==> src/rtl/adc_seq_pkg.sv <==
// Shared encodings and defaults for the ADC conversion sequencer
// and its SPI/RAM wrappers.
package adc_seq_pkg;

  typedef enum logic [2:0] {
    S_IDLE    = 3'd0,
    S_CNV     = 3'd1,
    S_BUSY    = 3'd2,
    S_SPI_DLY = 3'd3,
    S_SPI     = 3'd4,
    S_DONE    = 3'd5
  } seq_state_t;

  localparam int DEF_CH_NUM       = 2;
  localparam int DEF_CYCLE_CLKS   = 200;
  localparam int DEF_CNV_CLKS     = 4;
  localparam int DEF_SPI_DLY_CLKS = 9;
  localparam int DEF_BUSY_TO_CLKS = 150;
  localparam int DEF_RAM_DEPTH    = 1024;
  localparam int DEF_ADDR_W       = 15;

  function automatic logic [15:0] sat_inc16(
    input logic [15:0] v
  );
    return (v == 16'hFFFF) ? v : v + 16'd1;
  endfunction

endpackage

==> src/rtl/adc_valid_collector.sv <==
// Sticky per-channel data-valid mask; all-set looks through
// the current strobes so the write can follow the last one.
module adc_valid_collector
  import adc_seq_pkg::*;
#(
  parameter int CH_NUM = DEF_CH_NUM
) (
  input  logic              i_clk,
  input  logic              i_rst,
  input  logic              i_clr,
  input  logic              i_en,
  input  logic [CH_NUM-1:0] i_set,
  output logic              o_all
);

  logic [CH_NUM-1:0] r_mask;
  logic [CH_NUM-1:0] w_next;

  assign w_next = r_mask | (i_en ? i_set : '0);
  assign o_all  = &w_next;

  // mask accumulates strobes; repeats are harmless ORs
  always_ff @(posedge i_clk) begin
    if (!i_rst)
      r_mask <= '0;
    else if (i_clr)
      r_mask <= '0;
    else
      r_mask <= w_next;
  end

endmodule

==> src/rtl/adc_cnv_seq.sv <==
// Conversion sequencer: periodic CNV, BUSY tracking, SPI kick,
// ping-pong RAM row writes, timeout and overrun handling.
module adc_cnv_seq
  import adc_seq_pkg::*;
#(
  parameter int CH_NUM       = DEF_CH_NUM,
  parameter int CYCLE_CLKS   = DEF_CYCLE_CLKS,
  parameter int CNV_CLKS     = DEF_CNV_CLKS,
  parameter int SPI_DLY_CLKS = DEF_SPI_DLY_CLKS,
  parameter int BUSY_TO_CLKS = DEF_BUSY_TO_CLKS,
  parameter int RAM_DEPTH    = DEF_RAM_DEPTH,
  parameter int ADDR_W       = DEF_ADDR_W
) (
  input  logic              i_clk,
  input  logic              i_rst,
  input  logic              i_en,
  input  logic [CH_NUM-1:0] i_adc_busy,
  input  logic [CH_NUM-1:0] i_spi_data_valid,
  output logic              o_adc_cnv,
  output logic              o_spi_start,
  output logic [ADDR_W-1:0] o_ram_addr,
  output logic              o_ram_we,
  output logic [1:0]        o_half_done,
  output logic              o_busy_to_err,
  output logic              o_overrun_err,
  output logic [15:0]       o_err_cnt,
  output logic [2:0]        o_state
);

  localparam int CW = $clog2(CYCLE_CLKS);
  localparam int DW = $clog2(SPI_DLY_CLKS + 1);

  localparam logic [CW-1:0] CYC_LAST = CW'(CYCLE_CLKS - 1);
  localparam logic [CW-1:0] CNV_LIM  = CW'(CNV_CLKS);
  localparam logic [CW-1:0] TO_LIM   = CW'(BUSY_TO_CLKS);
  localparam logic [DW-1:0] DLY_LAST = DW'(SPI_DLY_CLKS - 1);
  localparam logic [ADDR_W-1:0] A_LAST = ADDR_W'(RAM_DEPTH - 1);
  localparam logic [ADDR_W-1:0] A_HALF = ADDR_W'(RAM_DEPTH / 2 - 1);

  seq_state_t        r_state;
  seq_state_t        w_nxt;
  logic [CW-1:0]     r_cyc;
  logic [DW-1:0]     r_dly;
  logic [ADDR_W-1:0] r_addr;
  logic              r_to_err;
  logic              r_ov_err;
  logic [15:0]       r_err_cnt;
  logic              w_start;
  logic              w_to;
  logic              w_ov;
  logic              w_all;

  assign w_start = (r_cyc == '0);

  adc_valid_collector #(
    .CH_NUM (CH_NUM)
  ) u_vcol (
    .i_clk (i_clk),
    .i_rst (i_rst),
    .i_clr (r_state != S_SPI),
    .i_en  (r_state == S_SPI),
    .i_set (i_spi_data_valid),
    .o_all (w_all)
  );

  // next state; an unfinished cycle at cycle start is aborted
  always_comb begin
    w_nxt = r_state;
    w_to  = 1'b0;
    w_ov  = 1'b0;
    if (w_start && r_state != S_IDLE && r_state != S_DONE) begin
      w_ov  = 1'b1;
      w_nxt = S_IDLE;
    end else begin
      unique case (r_state)
        S_IDLE:
          if (w_start && i_en) w_nxt = S_CNV;
        S_CNV:
          if (r_cyc == TO_LIM) begin
            w_to  = 1'b1;
            w_nxt = S_IDLE;
          end else if (&i_adc_busy) begin
            w_nxt = S_BUSY;
          end
        S_BUSY:
          if (r_cyc == TO_LIM) begin
            w_to  = 1'b1;
            w_nxt = S_IDLE;
          end else if (~|i_adc_busy) begin
            w_nxt = S_SPI_DLY;
          end
        S_SPI_DLY:
          if (r_dly == DLY_LAST) w_nxt = S_SPI;
        S_SPI:
          if (w_all) w_nxt = S_DONE;
        S_DONE:
          w_nxt = (w_start && i_en) ? S_CNV : S_IDLE;
        default:
          w_nxt = S_IDLE;
      endcase
    end
  end

  // state, counters, address and sticky error bookkeeping
  always_ff @(posedge i_clk) begin
    if (!i_rst) begin
      r_state   <= S_IDLE;
      r_cyc     <= '0;
      r_dly     <= '0;
      r_addr    <= '0;
      r_to_err  <= 1'b0;
      r_ov_err  <= 1'b0;
      r_err_cnt <= '0;
    end else begin
      r_state <= w_nxt;
      r_cyc   <= (r_cyc == CYC_LAST) ? '0 : r_cyc + 1'b1;
      if (r_state == S_SPI_DLY && w_nxt == S_SPI_DLY)
        r_dly <= r_dly + 1'b1;
      else
        r_dly <= '0;
      if (r_state == S_DONE)
        r_addr <= (r_addr == A_LAST) ? '0 : r_addr + 1'b1;
      if (w_to)
        r_to_err <= 1'b1;
      if (w_ov)
        r_ov_err <= 1'b1;
      if (w_to || w_ov)
        r_err_cnt <= sat_inc16(r_err_cnt);
    end
  end

  assign o_adc_cnv     = (r_state != S_IDLE) && (r_cyc < CNV_LIM);
  assign o_spi_start   = (r_state == S_SPI_DLY) && (r_dly == DLY_LAST);
  assign o_ram_we      = (r_state == S_DONE);
  assign o_ram_addr    = r_addr;
  assign o_half_done   = {o_ram_we && (r_addr == A_LAST),
                          o_ram_we && (r_addr == A_HALF)};
  assign o_busy_to_err = r_to_err;
  assign o_overrun_err = r_ov_err;
  assign o_err_cnt     = r_err_cnt;
  assign o_state       = r_state;

endmodule
==> config.mk <==
export PLATFORM = sky130hd
export DESIGN_NAME = adc_cnv_seq
export DESIGN_NICKNAME = d
export VERILOG_FILES = /design/src/rtl/adc_seq_pkg.sv /design/src/rtl/adc_valid_collector.sv /design/src/rtl/adc_cnv_seq.sv
export SDC_FILE = /design/constraint.sdc
export NUM_CORES = 1
export LEC_CHECK = 0
export BUFFER_PORTS_ARGS = -buffer_cell sky130_fd_sc_hd__buf_4
export CORE_MARGIN = 2
export CORE_UTILIZATION = 45
export DETAILED_ROUTE_END_ITERATION = 6
export GPL_TIMING_DRIVEN = 0
export HOLD_SLACK_MARGIN = 0.1
export PLACE_DENSITY = 0.67
export SLEW_MARGIN = 20
export SYNTH_ARGS = -nofsm -noshare
export SYNTH_HDL_FRONTEND = slang
export SYNTH_SLANG_ARGS = --single-unit
export TNS_END_PERCENT = 5
==> constraint.sdc <==
create_clock -name i_clk -period 6.05 [get_ports i_clk]
set_input_delay 0.9075 -clock i_clk [delete_from_list [all_inputs] [get_ports i_clk]]
set_output_delay 0.9075 -clock i_clk [all_outputs]
set_load 0.02 [all_outputs]
==> reports/summary.txt <==
setup repair after global routing missed its margin = no
number of violations reported at the end of detailed-routing iteration 0 = 78
CTS root buffer = clkbuf_8
cell types with the largest area share after synthesis = dfxtp_1 (42%), nor2_1 (7.1%), xor2_1 (5.9%)
Vert. Die Dim = 76.9 um
final setup violation count = 0
Max Clock Skew = 0.00470 ns
hold_buf cts = 0
number of buffers on the longest clock path = 2
H-tree depth reported by CTS = 2
net total in the final layout = 349
netlist area before placement = 0.00239 mm^2
met2 wire length = 2310 um
routability congestion estimate from global placement = 0.818
Total Die Area = 0.00591 mm^2
total of cells resized after clock tree synthesis = 0
row count = 26
total number of clock tree sinks = 50
average wire per cell in the routed design = 12.3 um
top-level I/O count = 48
Setup Fix Bufs, Post-CTS = 0
Syn. warnings = 0
Final Hold Viols = 0
floorplan die width = 76.9 um
final antenna-violating net count = 0
transition at the pin with the smallest max-transition slack = 0.620 ns
Max-slew headroom = 58.3%
number of antenna diodes = 0
type of the worst setup path = reg -> out
detailed-route wire length on metal 1 = 2370 um
Initial Util = 46.8%
min Tclk post-route = 3.15 ns
syn nets = 295
area delta synth->final = 21.9%
TritonCTS clock tree = done
detailed-routed wire length on met3 = 212 um
Core Area = 0.00511 mm^2
largest net degree at the start of global routing = 14
GRT Total Usage = 17.8%
worst r2r path cells = 7
CP Data Required Time = 5.14 ns
status = finished clean
top-area cell type share of the netlist area = 41.9%
gr ovfl total = 0
arrival time reported for the critical path endpoint = 2.24 ns
vias per cell = 5.20
Cell variety after synth = 38
number of max-slew violations in the final report = 0
peak supply drop = 99.7 uV
uppermost signal routing layer after detailed routing = met4
total negative slack for setup checks = 0 ns
crit path launch type = register
first drt pass iteration count = 4
Layout Utilization = 57.0%
flip-flop and latch count after synthesis = 50
cells after synthesis = 281
vias in the first global route = 1936
via count of the routed design = 2100
average size of a mapped cell = 8.50 um^2
residual DRC count = 0
Max Clock Freq = 0.317 GHz
ratio of total power to cell area = 196 mW/mm^2
classification of the worst-slack hold path = reg -> reg
crit share post-route = 52.1%
number of antenna violations at the first check in global routing = 0
Total Wirelength = 4980 um
post-synth top area cell = dfxtp_1
global-route wire length before repair = 8630 um
largest fanout on the critical path = 9
share of post-route cells with drive strength above 1 = 17.7%
Worst Hold Path Cells = 2
final HPWL from detailed placement = 3720 um
Static Leak = 1.22 nW
kind of end point of the critical path = output port
sequential-to-total area share from yosys stat = 41.9%
number of violations of the max-capacitance limit = 0
worst skew pair latency = 0.29 ns
worst-case register-to-register setup slack = 3.72 ns
number of CTS-inserted buffers = 5
register clock-pin slew on the reported worst setup and hold paths = 0.08 ns
buffers added on ports = 47
[kinds of logic (layout without fill, tap and decap cells)]
logic type / after synthesis / after routing / share of synthesized area, %
and+or+nand+nor: 138 / 138 / 28.9
muxes: 8 / 8 / 3.35
adders and majority gates: 7 / 7 / 3.67
AOI/OAI and AO/OA: 31 / 31 / 9.43
DFF: 50 / 50 / 41.9
buffers and inverters: 22 / 75 / 3.56
xor gates and xnor gates: 25 / 25 / 9.17
[routing by layer]
layer,vias to the layer above,track usage (%)
met5,-,0
met3,7,3.65
met4,0,7.64
met1,973,22.5
met2,43,29.6
li1,1077,-
[sequential cells by signal, indices dropped and copies added (netlist names)]
signal and count:
o_ram_addr 15, o_err_cnt 16, r_dly 4, o_busy_to_err 1
r_cyc 8, u_vcol.r_mask 2, o_state 3, o_overrun_err 1
[critical path, stage by stage, from the launching register on]
cell and delay [ns]:
dfxtp_1 0.34, clkbuf_1 0.27, nand3b_1 0.30, nor4_1 0.65, and2_1 0.24, buf_4 0.14
[worst paths after layout]
check	to	startpoint
max	o_half_done[1]	o_state[2]
max reg2reg	o_ram_addr[3]	o_state[2]
min reg2reg	o_overrun_err	o_overrun_err
min	o_overrun_err	o_overrun_err
[cells in the final DEF (no fill, tap or decap), types with 6 or more instances in the layout]
| master | count |
|---|---|
| nand2b_1 | 10 |
| xor2_1 | 16 |
| clkbuf_8 | 6 |
| a21oi_1 | 12 |
| buf_4 | 47 |
| xnor2_1 | 9 |
| mux2i_1 | 8 |
| ha_1 | 7 |
| nor3_1 | 6 |
| nor2_1 | 45 |
| nand3_1 | 27 |
| dfxtp_1 | 50 |
| inv_1 | 15 |
| and3_1 | 8 |
| nand4_1 | 7 |
| nand2_1 | 18 |
[cells in the mapped netlist]
master and count:
nand2_1 18, xnor2_1 9, or3_1 2, nor3_1 6
and2_1 4, dfxtp_1 50, a32o_1 1, nor4_1 2
a21o_1 2, o2111ai_2 1, nand4_1 7, or4_1 2
nand3_1 27, mux2i_1 8, xor2_1 16, o21ai_0 4
buf_2 2, ha_1 7, o211a_1 1, nor2_1 45
o21ai_1 1, nand2b_1 10, a2111oi_0 1, a221oi_2 2
inv_1 15, nor4_2 1, a22oi_1 1, a21oi_1 12
nand4bb_1 2, clkbuf_1 5, o31ai_1 1, and3_1 8
a2111o_1 1, nand3b_1 2, a31oi_1 1, a32oi_1 1
and4_1 2, o311a_1 1
[metrics by stage]
stage	std cells	instance area (um^2)	power [mW]	setup WS, ns	hold WS [ns]
after floorplan	281	2390	0.375	3.37	0.422
after global placement	398	2830	0.391	3.18	0.434
after detailed placement	398	2830	0.392	3.21	0.439
after CTS	404	2910	0.580	2.88	0.455
after global routing	404	2910	0.596	2.65	0.478
final	404	2910	0.572	2.90	0.449
[report_power, final]
part,switching [mW],internal [mW],leakage [nW]
clock,0.0995,0.0884,0.0431
sequential,0.00535,0.333,0.404
combinational,0.0276,0.0181,0.778
[final cells by class]
class | instances | area, um^2
multi-input combinational | 209 | 1300
timing repair buffer | 47 | 353
buffer | 7 | 28.8
fill | 478 | 2200
tap | 70 | 87.6
clock buffer | 6 | 82.6
sequential | 50 | 1000
inverter | 15 | 56.3
No activity file was read; power rests on OpenSTA's default activity.
